<file path="config.mk">
export PLATFORM = sky130hd
export DESIGN_NAME = fifo_burst_reader_flat
export DESIGN_NICKNAME = d
export VERILOG_FILES = /design/src/rtl/fifo_burst_reader_pkg.sv /design/src/rtl/fifo_burst_reader_if.sv /design/src/rtl/fifo_out_reg.sv /design/src/rtl/fifo_burst_reader.sv /design/src/flat_wrapper.sv
export SDC_FILE = /design/constraint.sdc
export NUM_CORES = 1
export LEC_CHECK = 0
export ABC_CLOCK_PERIOD_IN_PS = 1500
export CAP_MARGIN = 40
export CORE_UTILIZATION = 28
export CTS_CLUSTER_DIAMETER = 100
export CTS_CLUSTER_SIZE = 10
export DETAILED_ROUTE_END_ITERATION = 10
export GPL_ROUTABILITY_DRIVEN = 0
export REMOVE_ABC_BUFFERS = 1
export SYNTH_ARGS = -nofsm -noshare
export SYNTH_HDL_FRONTEND = slang
export SYNTH_HIERARCHICAL = 1
export SYNTH_SLANG_ARGS = --single-unit
</file>
<file path="constraint.sdc">
create_clock -name clk_i -period 1.5 [get_ports clk_i]
set_input_delay 0.45 -clock clk_i [delete_from_list [all_inputs] [get_ports clk_i]]
set_output_delay 0.45 -clock clk_i [all_outputs]
set_load 0.03 [all_outputs]
</file>
<file path="src/rtl/fifo_burst_reader_pkg.sv">
// Shared types and sizing helpers for the show-ahead FIFO burst reader.
package fifo_burst_reader_pkg;

  localparam logic [0:0] S_IDLE  = 1'b0;
  localparam logic [0:0] S_BURST = 1'b1;

  typedef enum logic [0:0] {
    IDLE  = S_IDLE,
    BURST = S_BURST
  } state_e;

  // Beat and length counters must be able to hold BURST_LEN itself.
  function automatic int unsigned cnt_width(input int unsigned burst_len);
    return $clog2(burst_len + 1);
  endfunction

endpackage

</file>
<file path="src/rtl/fifo_burst_reader_if.sv">
// FIFO read port plus downstream valid/ready stream, grouped for the burst reader.
interface fifo_burst_reader_if #(
  parameter int DWIDTH = 16,
  parameter int AWIDTH = 5
) ();
  import fifo_burst_reader_pkg::*;

  logic [DWIDTH-1:0] q_i;
  logic              empty_i;
  logic [AWIDTH:0]   usedw_i;
  logic              rdreq_o;
  logic [DWIDTH-1:0] data_o;
  logic              valid_o;
  logic              ready_i;
  logic              sop_o;
  logic              eop_o;

  modport master (
    input  q_i, empty_i, usedw_i, ready_i,
    output rdreq_o, data_o, valid_o, sop_o, eop_o
  );

  modport slave (
    output q_i, empty_i, usedw_i, ready_i,
    input  rdreq_o, data_o, valid_o, sop_o, eop_o
  );

endinterface

</file>
<file path="src/rtl/fifo_out_reg.sv">
// One-entry valid/ready output register carrying data and sop/eop framing.
module fifo_out_reg
  import fifo_burst_reader_pkg::*;
#(
  parameter int DWIDTH = 16
) (
  input  logic              clk_i,
  input  logic              srst_i,
  input  logic              load_i,
  input  logic [DWIDTH-1:0] d_i,
  input  logic              sop_i,
  input  logic              eop_i,
  input  logic              ready_i,
  output logic              valid_o,
  output logic [DWIDTH-1:0] data_o,
  output logic              sop_o,
  output logic              eop_o,
  output logic              free_o
);

  logic              valid_q, valid_d;
  logic [DWIDTH-1:0] data_q, data_d;
  logic              sop_q, sop_d;
  logic              eop_q, eop_d;

  assign free_o = !valid_q || ready_i;

  // Loads only arrive when free_o is high, so a load always overwrites safely.
  always_comb begin
    valid_d = valid_q;
    data_d  = data_q;
    sop_d   = sop_q;
    eop_d   = eop_q;
    if (load_i) begin
      valid_d = 1'b1;
      data_d  = d_i;
      sop_d   = sop_i;
      eop_d   = eop_i;
    end else if (valid_q && ready_i) begin
      valid_d = 1'b0;
    end
  end

  always_ff @(posedge clk_i) begin
    if (srst_i) begin
      valid_q <= 1'b0;
      data_q  <= '0;
      sop_q   <= 1'b0;
      eop_q   <= 1'b0;
    end else begin
      valid_q <= valid_d;
      data_q  <= data_d;
      sop_q   <= sop_d;
      eop_q   <= eop_d;
    end
  end

  assign valid_o = valid_q;
  assign data_o  = data_q;
  assign sop_o   = sop_q;
  assign eop_o   = eop_q;

endmodule

</file>
<file path="src/rtl/fifo_burst_reader.sv">
// Burst read master for a show-ahead FIFO; pops fixed or flushed-length bursts.
// Optional burst/short-burst counters enabled by FIFO_BURST_READER_STATS_EN.
module fifo_burst_reader
  import fifo_burst_reader_pkg::*;
#(
  parameter int DWIDTH    = 16,
  parameter int AWIDTH    = 5,
  parameter int BURST_LEN = 8
) (
  input  logic                clk_i,
  input  logic                srst_i,
  fifo_burst_reader_if.master bus,
  input  logic                flush_i,
  output logic                busy_o
`ifdef FIFO_BURST_READER_STATS_EN
  ,
  output logic [15:0]         burst_cnt_o,
  output logic [15:0]         short_cnt_o
`endif
);

  localparam int unsigned      CW     = cnt_width(BURST_LEN);
  localparam logic [AWIDTH:0]  BL_LVL = (AWIDTH + 1)'(BURST_LEN);
  localparam logic [CW-1:0]    BL_CNT = CW'(BURST_LEN);

  state_e        state_q, state_d;
  logic [CW-1:0] len_q, len_d;
  logic [CW-1:0] beat_q, beat_d;
  logic          free;
  logic          pop;
  logic          last;
  logic          start_short;

  assign pop  = (state_q == BURST) && !bus.empty_i && free;
  assign last = (beat_q == len_q - CW'(1));

  always_comb begin
    state_d     = state_q;
    len_d       = len_q;
    beat_d      = beat_q;
    start_short = 1'b0;
    case (state_q)
      IDLE: begin
        if (bus.usedw_i >= BL_LVL) begin
          state_d = BURST;
          len_d   = BL_CNT;
        end else if (flush_i && (bus.usedw_i != '0) && !bus.empty_i) begin
          // usedw_i < BURST_LEN here, so it fits in the counter width
          state_d     = BURST;
          len_d       = bus.usedw_i[CW-1:0];
          start_short = 1'b1;
        end
      end
      BURST: begin
        if (pop) begin
          if (last) begin
            beat_d  = '0;
            state_d = IDLE;
          end else begin
            beat_d = beat_q + CW'(1);
          end
        end
      end
      default: state_d = IDLE;
    endcase
  end

  always_ff @(posedge clk_i) begin
    if (srst_i) begin
      state_q <= IDLE;
      len_q   <= '0;
      beat_q  <= '0;
    end else begin
      state_q <= state_d;
      len_q   <= len_d;
      beat_q  <= beat_d;
    end
  end

  fifo_out_reg #(
    .DWIDTH (DWIDTH)
  ) u_out_reg (
    .clk_i   (clk_i),
    .srst_i  (srst_i),
    .load_i  (pop),
    .d_i     (bus.q_i),
    .sop_i   (beat_q == '0),
    .eop_i   (last),
    .ready_i (bus.ready_i),
    .valid_o (bus.valid_o),
    .data_o  (bus.data_o),
    .sop_o   (bus.sop_o),
    .eop_o   (bus.eop_o),
    .free_o  (free)
  );

  assign bus.rdreq_o = pop;
  assign busy_o      = (state_q == BURST);

`ifdef FIFO_BURST_READER_STATS_EN
  logic [15:0] burst_cnt_q, burst_cnt_d;
  logic [15:0] short_cnt_q, short_cnt_d;

  always_comb begin
    burst_cnt_d = burst_cnt_q;
    short_cnt_d = short_cnt_q;
    if (bus.valid_o && bus.ready_i && bus.eop_o) burst_cnt_d = burst_cnt_q + 16'd1;
    if (start_short) short_cnt_d = short_cnt_q + 16'd1;
  end

  always_ff @(posedge clk_i) begin
    if (srst_i) begin
      burst_cnt_q <= '0;
      short_cnt_q <= '0;
    end else begin
      burst_cnt_q <= burst_cnt_d;
      short_cnt_q <= short_cnt_d;
    end
  end

  assign burst_cnt_o = burst_cnt_q;
  assign short_cnt_o = short_cnt_q;
`else
  logic unused_start_short;
  assign unused_start_short = start_short;
`endif

endmodule

</file>
<file path="src/flat_wrapper.sv">
// flat-port wrapper written by rule: the top's interface ports become plain ports
module fifo_burst_reader_flat import fifo_burst_reader_pkg::*;
#(
  parameter int DWIDTH    = 16,
  parameter int AWIDTH    = 5,
  parameter int BURST_LEN = 8
)
  (clk_i, srst_i, flush_i, busy_o, bus_q_i, bus_empty_i, bus_usedw_i, bus_ready_i, bus_rdreq_o, bus_data_o, bus_valid_o, bus_sop_o, bus_eop_o);
  fifo_burst_reader_if #(.DWIDTH(DWIDTH), .AWIDTH(AWIDTH)) bus_i ();
  input  logic clk_i;
  input  logic srst_i;
  input  logic flush_i;
  output logic busy_o;
  input wire logic [$bits(bus_i.q_i)-1:0] bus_q_i;
  input wire logic [$bits(bus_i.empty_i)-1:0] bus_empty_i;
  input wire logic [$bits(bus_i.usedw_i)-1:0] bus_usedw_i;
  input wire logic [$bits(bus_i.ready_i)-1:0] bus_ready_i;
  output wire logic [$bits(bus_i.rdreq_o)-1:0] bus_rdreq_o;
  output wire logic [$bits(bus_i.data_o)-1:0] bus_data_o;
  output wire logic [$bits(bus_i.valid_o)-1:0] bus_valid_o;
  output wire logic [$bits(bus_i.sop_o)-1:0] bus_sop_o;
  output wire logic [$bits(bus_i.eop_o)-1:0] bus_eop_o;
  assign bus_i.q_i = bus_q_i;
  assign bus_i.empty_i = bus_empty_i;
  assign bus_i.usedw_i = bus_usedw_i;
  assign bus_i.ready_i = bus_ready_i;
  assign bus_rdreq_o = bus_i.rdreq_o;
  assign bus_data_o = bus_i.data_o;
  assign bus_valid_o = bus_i.valid_o;
  assign bus_sop_o = bus_i.sop_o;
  assign bus_eop_o = bus_i.eop_o;
  fifo_burst_reader #(.DWIDTH(DWIDTH), .AWIDTH(AWIDTH), .BURST_LEN(BURST_LEN)) u_core (.clk_i(clk_i), .srst_i(srst_i), .bus(bus_i), .flush_i(flush_i), .busy_o(busy_o));
endmodule
</file>
==> results of run 1 <==
## worst paths after layout
kind | start | to | cells after the start
setup / recovery | u_core/u_out_reg/valid_o | bus_rdreq_o | 3
hold / removal | u_core/u_out_reg/data_o[1] | u_core/u_out_reg/data_o[1] | 2
setup reg to reg | u_core/len_q[1] | u_core/busy_o | 6
hold reg to reg | u_core/u_out_reg/data_o[1] | u_core/u_out_reg/data_o[1] | 2
## where the power goes
group	total, mW	switching, mW	internal [mW]
clock network	0.406	0.226	0.180
registers	0.803	0.0256	0.777
logic	0.331	0.154	0.177
## kinds of logic after synthesis
logic type / after synthesis / synth area share (%)
xor+xnor: 9 / 6.58
buf+inv: 12 / 6.06
flops: 28 / 46.8
simple gates: 42 / 17.8
compound gates: 8 / 4.60
fa+ha+maj: 3 / 3.14
mux: 18 / 15.0
## cell type report
cell class	instances	area, um2	share of cell area (%)
Multi-Input combinational cell	80	619	32.4
Timing Repair Buffer	65	599	31.4
Sequential cell	28	566	29.6
Tap cell	50	62.6	3.27
Clock buffer	3	41.3	2.16
Inverter	6	22.5	1.18
## repair_timing
| item | CTS | global route |
|---|---|---|
| pin swaps | 1 | 4 |
| hold endpoints to repair | 0 | 0 |
| hold buffers | 0 | 0 |
| buffers inserted | 2 | 2 |
| resized for setup | 33 | 26 |
| endpoints found under the setup margin | 45 | 25 |
## stage by stage
step	util, %	std cells	worst slack (ns)
2_1_floorplan	-	114	-0.767
3_3_place_gp	44.4	225	-0.410
3_5_place_dp	44.4	225	-0.499
4_1_cts	45.9	230	-0.0290
5_1_grt	47.1	232	-0.0609
6_report	47.1	232	-0.0201
## worst reg2reg max path, stage by stage, from the launching register on
cell and delay (ns):
dfxtp_2 0.33, inv_1 0.04, ha_2 0.19, xnor2_2 0.15, xnor2_2 0.19, and4bb_4 0.28, a311oi_2 0.17
## cells in the mapped netlist
master | number | area (um2)
a311oi_2 | 1 | 15.0
or2_2 | 1 | 6.26
mux2i_1 | 18 | 180
ha_1 | 3 | 37.5
nor2_1 | 21 | 78.8
and3b_1 | 1 | 8.76
o31ai_1 | 1 | 7.51
buf_6 | 1 | 11.3
nand3_1 | 4 | 20.0
nand2b_1 | 1 | 6.26
buf_2 | 3 | 15.0
buf_12 | 1 | 20.0
a22oi_1 | 1 | 7.51
xnor2_1 | 4 | 35.0
xor2_1 | 5 | 43.8
nand4_1 | 1 | 6.26
and4bb_4 | 1 | 16.3
dfxtp_1 | 28 | 561
a21oi_1 | 5 | 25.0
buf_1 | 1 | 3.75
nor3_1 | 6 | 30.0
nor3b_1 | 3 | 22.5
inv_1 | 6 | 22.5
nor3_2 | 1 | 10.0
nand2_1 | 2 | 7.51
## state kept, by name, indices dropped and copies added (netlist names)
register / count
u_core/u_out_reg/eop_o: 1
u_core/busy_o: 1
u_core/u_out_reg/sop_o: 1
u_core/len_q: 4
u_core/beat_q: 4
u_core/u_out_reg/data_o: 16
u_core/u_out_reg/valid_o: 1
## routing by layer
metal	GRT usage, %	up-vias	part of all wire [%]
met5	0	-	0
met4	4.79	0	1.0
met3	5.74	5	8.8
met2	25.0	37	48
met1	15.3	495	42
li1	-	528	-
==> metrics.txt, run 1 <==
Worst-path clk slew 0.09 ns; Worst-Skew Late Latency 0.27 ns; unrepaired setup endpoints after global routing yes; Routed WL per cell 12.4 um; CP delay by family, top flip-flops; Syn-to-layout area delta 59.6%; Num CTS Buffers 3; commonest non-fill, non-tap cells in the layout 24 x clkdlybuf4s50_1, 24 x dfxtp_1, 21 x nor2_1, 18 x mux2i_1, 17 x buf_4; fill count 388; Avg Inst Size Synth 9.98 um2; status finished with violations; I/O pin total 48; critical path type register to output pin; worst path bufs/invs 1; Post-Route WL 2.88 mm; number of global-route vias before repair 1109; min cycle time layout 1.52 ns; CP max stage cell dfxtp_2; Post-DP HPWL 2.16 mm; CP Max Fanout 2; worst-case clock buffer depth 2; Rel. slew slack 77.6%; DIE AREA 4540 um2; CP Capture Type output pin; vias per inst 4.59; worst endpoint required time 1.05 ns; total power 1.54 mW; flop-to-flop setup slack 0.05 ns; Final setup viols 1; Die Height 67.4 um; number of port buffers 47; first-pass GRT wire length 4.83 mm; total placed instance area 1800 um2; sequential area share after synthesis 46.8%; share of layout cells above drive strength 1 26.4%; final setup margin -0.0201 ns; fin crit share 101%; TNS Setup -0.0201 ns; total number of vias 1065; Warnings, synthesis 6; Worst Skew 0.00228 ns; global-route usage over all layers 14.2%; Congestion Overflow GR 0; CTS sink cnt 28; Root Buffer Master clkbuf_8; violations in the final reports negative setup slack; largest net degree at the start of global routing 15; max-cap viol count 0; CP peak stage delay 0.36 ns; Arrival @ worst endpoint 1.07 ns; initial antenna violation count 0; Synth Cell Area 1200 um2; Final Hold Vio Count 0; Initial Util 29.5%; crit path cell chain nand2b_4, and3b_2, buf_6; synthesized flop and latch total 28; Final Slew Violations 0; measured slew at the worst slew-check pin 0.336 ns; CP startpoint kind register; Leak 0.792 nW; 1st-iter DRT viols 30; cell area after layout 1910 um2; worst min path class register to register; row cnt 23; Routed Antenna Nets 0; core box area 4060 um2; cells after synthesis 120; Worst VDD drop 0.312 mV; CTS HTree Levels 1; Fmax achieved 0.658 GHz; die width 67.4 um; worst hold slack 0.502 ns; Nets 214; Pre-Repair DR Iteration Count 4; count of cell types in the netlist 25; TritonCTS clock tree built; power per cell area 806 nW/um2; DRC 0; antenna cells 0
No activity file was read; power rests on OpenSTA's default activity.
==> run 2: changes to the inputs <==
- GPL_TIMING_DRIVEN: default -> 0
==> metrics.txt, run 2 (synthesized netlist as in run 1, its figures left out) <==
worst min path class register to register; critical path type register to output pin; Routed Antenna Nets 0; antenna cells 0; row cnt 23; Initial Util 29.5%; TNS Setup -0.103 ns; DRC 0; unrepaired setup endpoints after global routing yes; Worst-path clk slew 0.09 ns; worst-case clock buffer depth 2; Post-Route WL 2.84 mm; dpl ws -1.64 ns; Root Buffer Master clkbuf_8; Worst-Skew Late Latency 0.27 ns; Routed WL per cell 12.7 um; fin crit share 107%; number of port buffers 47; vias per inst 4.56; number of global-route vias before repair 1091; CP Capture Type output pin; CP startpoint u_core/u_out_reg/valid_o; share of layout cells above drive strength 1 23.7%; Rel. slew slack 68.9%; CTS HTree Levels 1; max-cap viol count 0; Num CTS Buffers 3; fill count 363; Pre-Repair DR Iteration Count 2; # hold bufs at CTS 0; first-pass GRT wire length 4.75 mm; Worst VDD drop 0.425 mV; CTS sink cnt 28; largest net degree at the start of global routing 18; Arrival @ worst endpoint 1.15 ns; power per cell area 896 nW/um2; number of flip-flops in the largest register 16; measured slew at the worst slew-check pin 0.465 ns; final setup margin -0.103 ns; CP max stage cell dfxtp_2; core box area 4060 um2; end of the critical path bus_rdreq_o; min cycle time layout 1.60 ns; Die Height 67.4 um; CP Max Fanout 2; Post-DP HPWL 2.03 mm; crit path cell chain nand2b_4, and3b_4, buf_12, buf_8; initial antenna violation count 0; reg2reg start u_core/u_out_reg/valid_o; global-route usage over all layers 13.7%; DIE AREA 4540 um2; R2R Path End u_core/busy_o; total number of vias 1017; Final Hold Vio Count 0; CP startpoint kind register; Syn-to-layout area delta 59.7%; Worst Skew 0.00352 ns; worst endpoint required time 1.05 ns; Fmax achieved 0.624 GHz; total power 1.71 mW; worst reg2reg path depth 6; die width 67.4 um; 1st-iter DRT viols 22; commonest non-fill, non-tap cells in the layout 24 x clkdlybuf4s50_1, 24 x dfxtp_1, 21 x nor2_1, 18 x mux2i_1, 10 x clkdlybuf4s15_1; Leak 0.767 nW; CP peak stage delay 0.37 ns; Final setup viols 1; Final Slew Violations 0; status finished with violations; I/O pin total 48; flop-to-flop setup slack 0.04 ns; Nets 204; Congestion Overflow GR 0; TritonCTS clock tree built; violations in the final reports negative setup slack
## run 2: how the worst min path moves through the flow
| stage | end | startpoint | depth (start not counted) |
|---|---|---|---|
| 6_report | u_core/u_out_reg/data_o[7] | u_core/u_out_reg/data_o[7] | 2 |
| 3_5_place_dp | u_core/u_out_reg/sop_o | u_core/u_out_reg/sop_o | 2 |
| 2_1_floorplan | u_core/len_q[1] | u_core/len_q[1] | 2 |
| 3_3_place_gp | u_core/u_out_reg/data_o[4] | u_core/u_out_reg/data_o[4] | 2 |
| 4_1_cts | u_core/len_q[0] | bus_empty_i | 4 |
| 5_1_grt | u_core/u_out_reg/data_o[15] | u_core/u_out_reg/data_o[15] | 2 |
## run 2: per-layer routing
metal	vias to the layer above	routed length [um]	global-route usage, %
li1	508	-	-
met1	477	1210	16.2
met2	32	1440	24.0
met3	0	185	3.38
met4	0	0	4.52
met5	-	0	0
## run 2: worst max-delay path, delay by kind of cell, from the launching register on
family                 cells  cell delay, ns
buffers and inverters      2            0.25
and+or+nand+nor            2            0.27
DFF                        1            0.37
## run 2: what timing repair did
item | 4_1_cts | 5_1_grt
pin swaps | 0 | 4
buffers inserted | 4 | 2
endpoints found under the hold margin | 0 | 0
cloned | 0 | 0
setup endpoints to repair | 49 | 24
gates resized for setup | 54 | 27
## run 2: area by class of cell
class	instances	area, um2	area share [%]
Clock inverter	1	30.0	1.57
Inverter	6	22.5	1.18
Sequential cell	28	571	29.8
Multi-Input combinational cell	80	654	34.2
Clock buffer	3	41.3	2.16
Timing Repair Buffer	55	531	27.7
Tap cell	50	62.6	3.27
## run 2: metrics by stage
| step | hold slack (ns) | util [%] | cells | area (um2) |
|---|---|---|---|---|
| floorplan | 0.461 | - | 114 | 1150 |
| global placement | 0.472 | 41.4 | 211 | 1680 |
| detailed placement | 0.487 | 42.2 | 213 | 1710 |
| CTS | 0.503 | 45.1 | 221 | 1830 |
| global route | 0.540 | 47.1 | 223 | 1910 |
| finish | 0.497 | 47.1 | 223 | 1910 |
## run 2: report_power, final
part,internal (mW),switching [mW]
sequential,0.775,0.0261
combinational,0.165,0.156
clock,0.357,0.235
==> run 3: changes to the inputs <==
- SKIP_CTS_REPAIR_TIMING: default -> 1
- SLEW_MARGIN: default -> 0
==> metrics.txt, run 3 (synthesized netlist as in run 1, its figures left out) <==
Post-Route WL 2.85 mm; met2 wire len 1.47 mm; final setup margin -0.127 ns; worst min path class register to register; Die Height 67.4 um; Rel. slew slack 67.9%; total number of vias 1038; CP Max Fanout 7; vias per inst 4.53; number of port buffers 47; row cnt 23; initial antenna violation count 0; CTS sink cnt 28; power per cell area 846 nW/um2; status finished with violations; share of layout cells above drive strength 1 22.9%; Worst-Skew Late Latency 0.27 ns; Routed Antenna Nets 0; antenna cells 0; Final Hold Vio Count 0; fin crit share 108%; global-route usage over all layers 13.1%; Leak 1.10 nW; 1st-iter DRT viols 34; largest net degree at the start of global routing 18; number of global-route vias before repair 1080; dpl ws -1.64 ns; Worst-path clk slew 0.09 ns; DR top layer met4; DIE AREA 4540 um2; CTS HTree Levels 1; DRC 0; Final setup viols 1; Root Buffer Master clkbuf_8; worst endpoint required time 1.05 ns; Arrival @ worst endpoint 1.18 ns; Routed WL per cell 12.4 um; core box area 4060 um2; Fmax achieved 0.615 GHz; I/O pin total 48; min cycle time layout 1.63 ns; Worst Skew 0.00176 ns; unrepaired setup endpoints after global routing yes; Worst VDD drop 0.421 mV; worst-case clock buffer depth 2; Num CTS Buffers 3; TNS Setup -0.127 ns; measured slew at the worst slew-check pin 0.480 ns; Post-DP HPWL 2.03 mm; number of flip-flops in the largest register 16; max-cap viol count 0; CP startpoint kind primary input; Syn-to-layout area delta 70.1%; TritonCTS clock tree built; die width 67.4 um; commonest non-fill, non-tap cells in the layout 24 x clkdlybuf4s50_1, 24 x dfxtp_1, 21 x dlymetal6s2s_1, 21 x nor2_1, 18 x mux2i_1; first-pass GRT wire length 4.57 mm; critical path type primary input to output pin; Pre-Repair DR Iteration Count 4; met3 WL 192 um; CP Capture Type output pin; Met1 Wirelength 1.17 mm; violations in the final reports negative setup slack; fill count 342; total power 1.72 mW; Initial Util 29.5%; Nets 210; Congestion Overflow GR 0; Final Slew Violations 0
-- run 3: changes by cell type in the layout (fill, tap and decap cells not counted), moves of 2 or more --
cell             change
buf_4                +7
dlymetal6s2s_1      +21
inv_2                -2
clkbuf_2             -2
dlygate4sd2_1        -5
clkdlybuf4s15_2      -2
clkdlybuf4s15_1     -10
buf_2                -2
-- run 3: final cells by class --
type	instances	area, um2	area share [%]
timing repair buffer	61	648	31.8
sequential	28	571	28.0
inverter	6	25.0	1.23
clock buffer	3	41.3	2.03
multi-input combinational	80	659	32.4
tap	50	62.6	3.07
clock inverter	1	30.0	1.47
-- run 3: where the power goes --
| group | switching [mW] | internal (mW) |
|---|---|---|
| logic | 0.158 | 0.188 |
| registers | 0.0256 | 0.775 |
| clock network | 0.220 | 0.357 |
-- run 3: final timing paths --
path | startpoint | end | slack, ns | depth (start not counted)
setup / recovery | bus_ready_i | bus_rdreq_o | -0.13 | 5
hold / removal | u_core/u_out_reg/data_o[8] | u_core/u_out_reg/data_o[8] | 0.50 | 2
setup reg to reg | u_core/len_q[0] | u_core/busy_o | 0.03 | 6
hold reg to reg | u_core/u_out_reg/data_o[8] | u_core/u_out_reg/data_o[8] | 0.50 | 2
-- run 3: stage by stage --
stage / cells / area [um2] / util [%] / hold WS, ns
6_report: 229 / 2040 / 50.2 / 0.497
5_1_grt: 229 / 2040 / 50.2 / 0.540
4_1_cts: 217 / 1780 / 43.9 / 0.509
3_5_place_dp: 213 / 1710 / 42.2 / 0.487
3_3_place_gp: 211 / 1680 / 41.4 / 0.472
2_1_floorplan: 114 / 1150 / - / 0.461
-- run 3: per-layer routing --
layer	vias to the layer above	track usage (%)
li1	524	-
met1	476	15.0
met2	36	23.1
met3	2	3.72
met4	0	4.52
met5	-	0
-- run 3: critical path, stage by stage --
cell,delay (ns)
dlymetal6s2s_1,0.12
nand2b_4,0.13
and3b_4,0.21
buf_12,0.14
buf_8,0.13
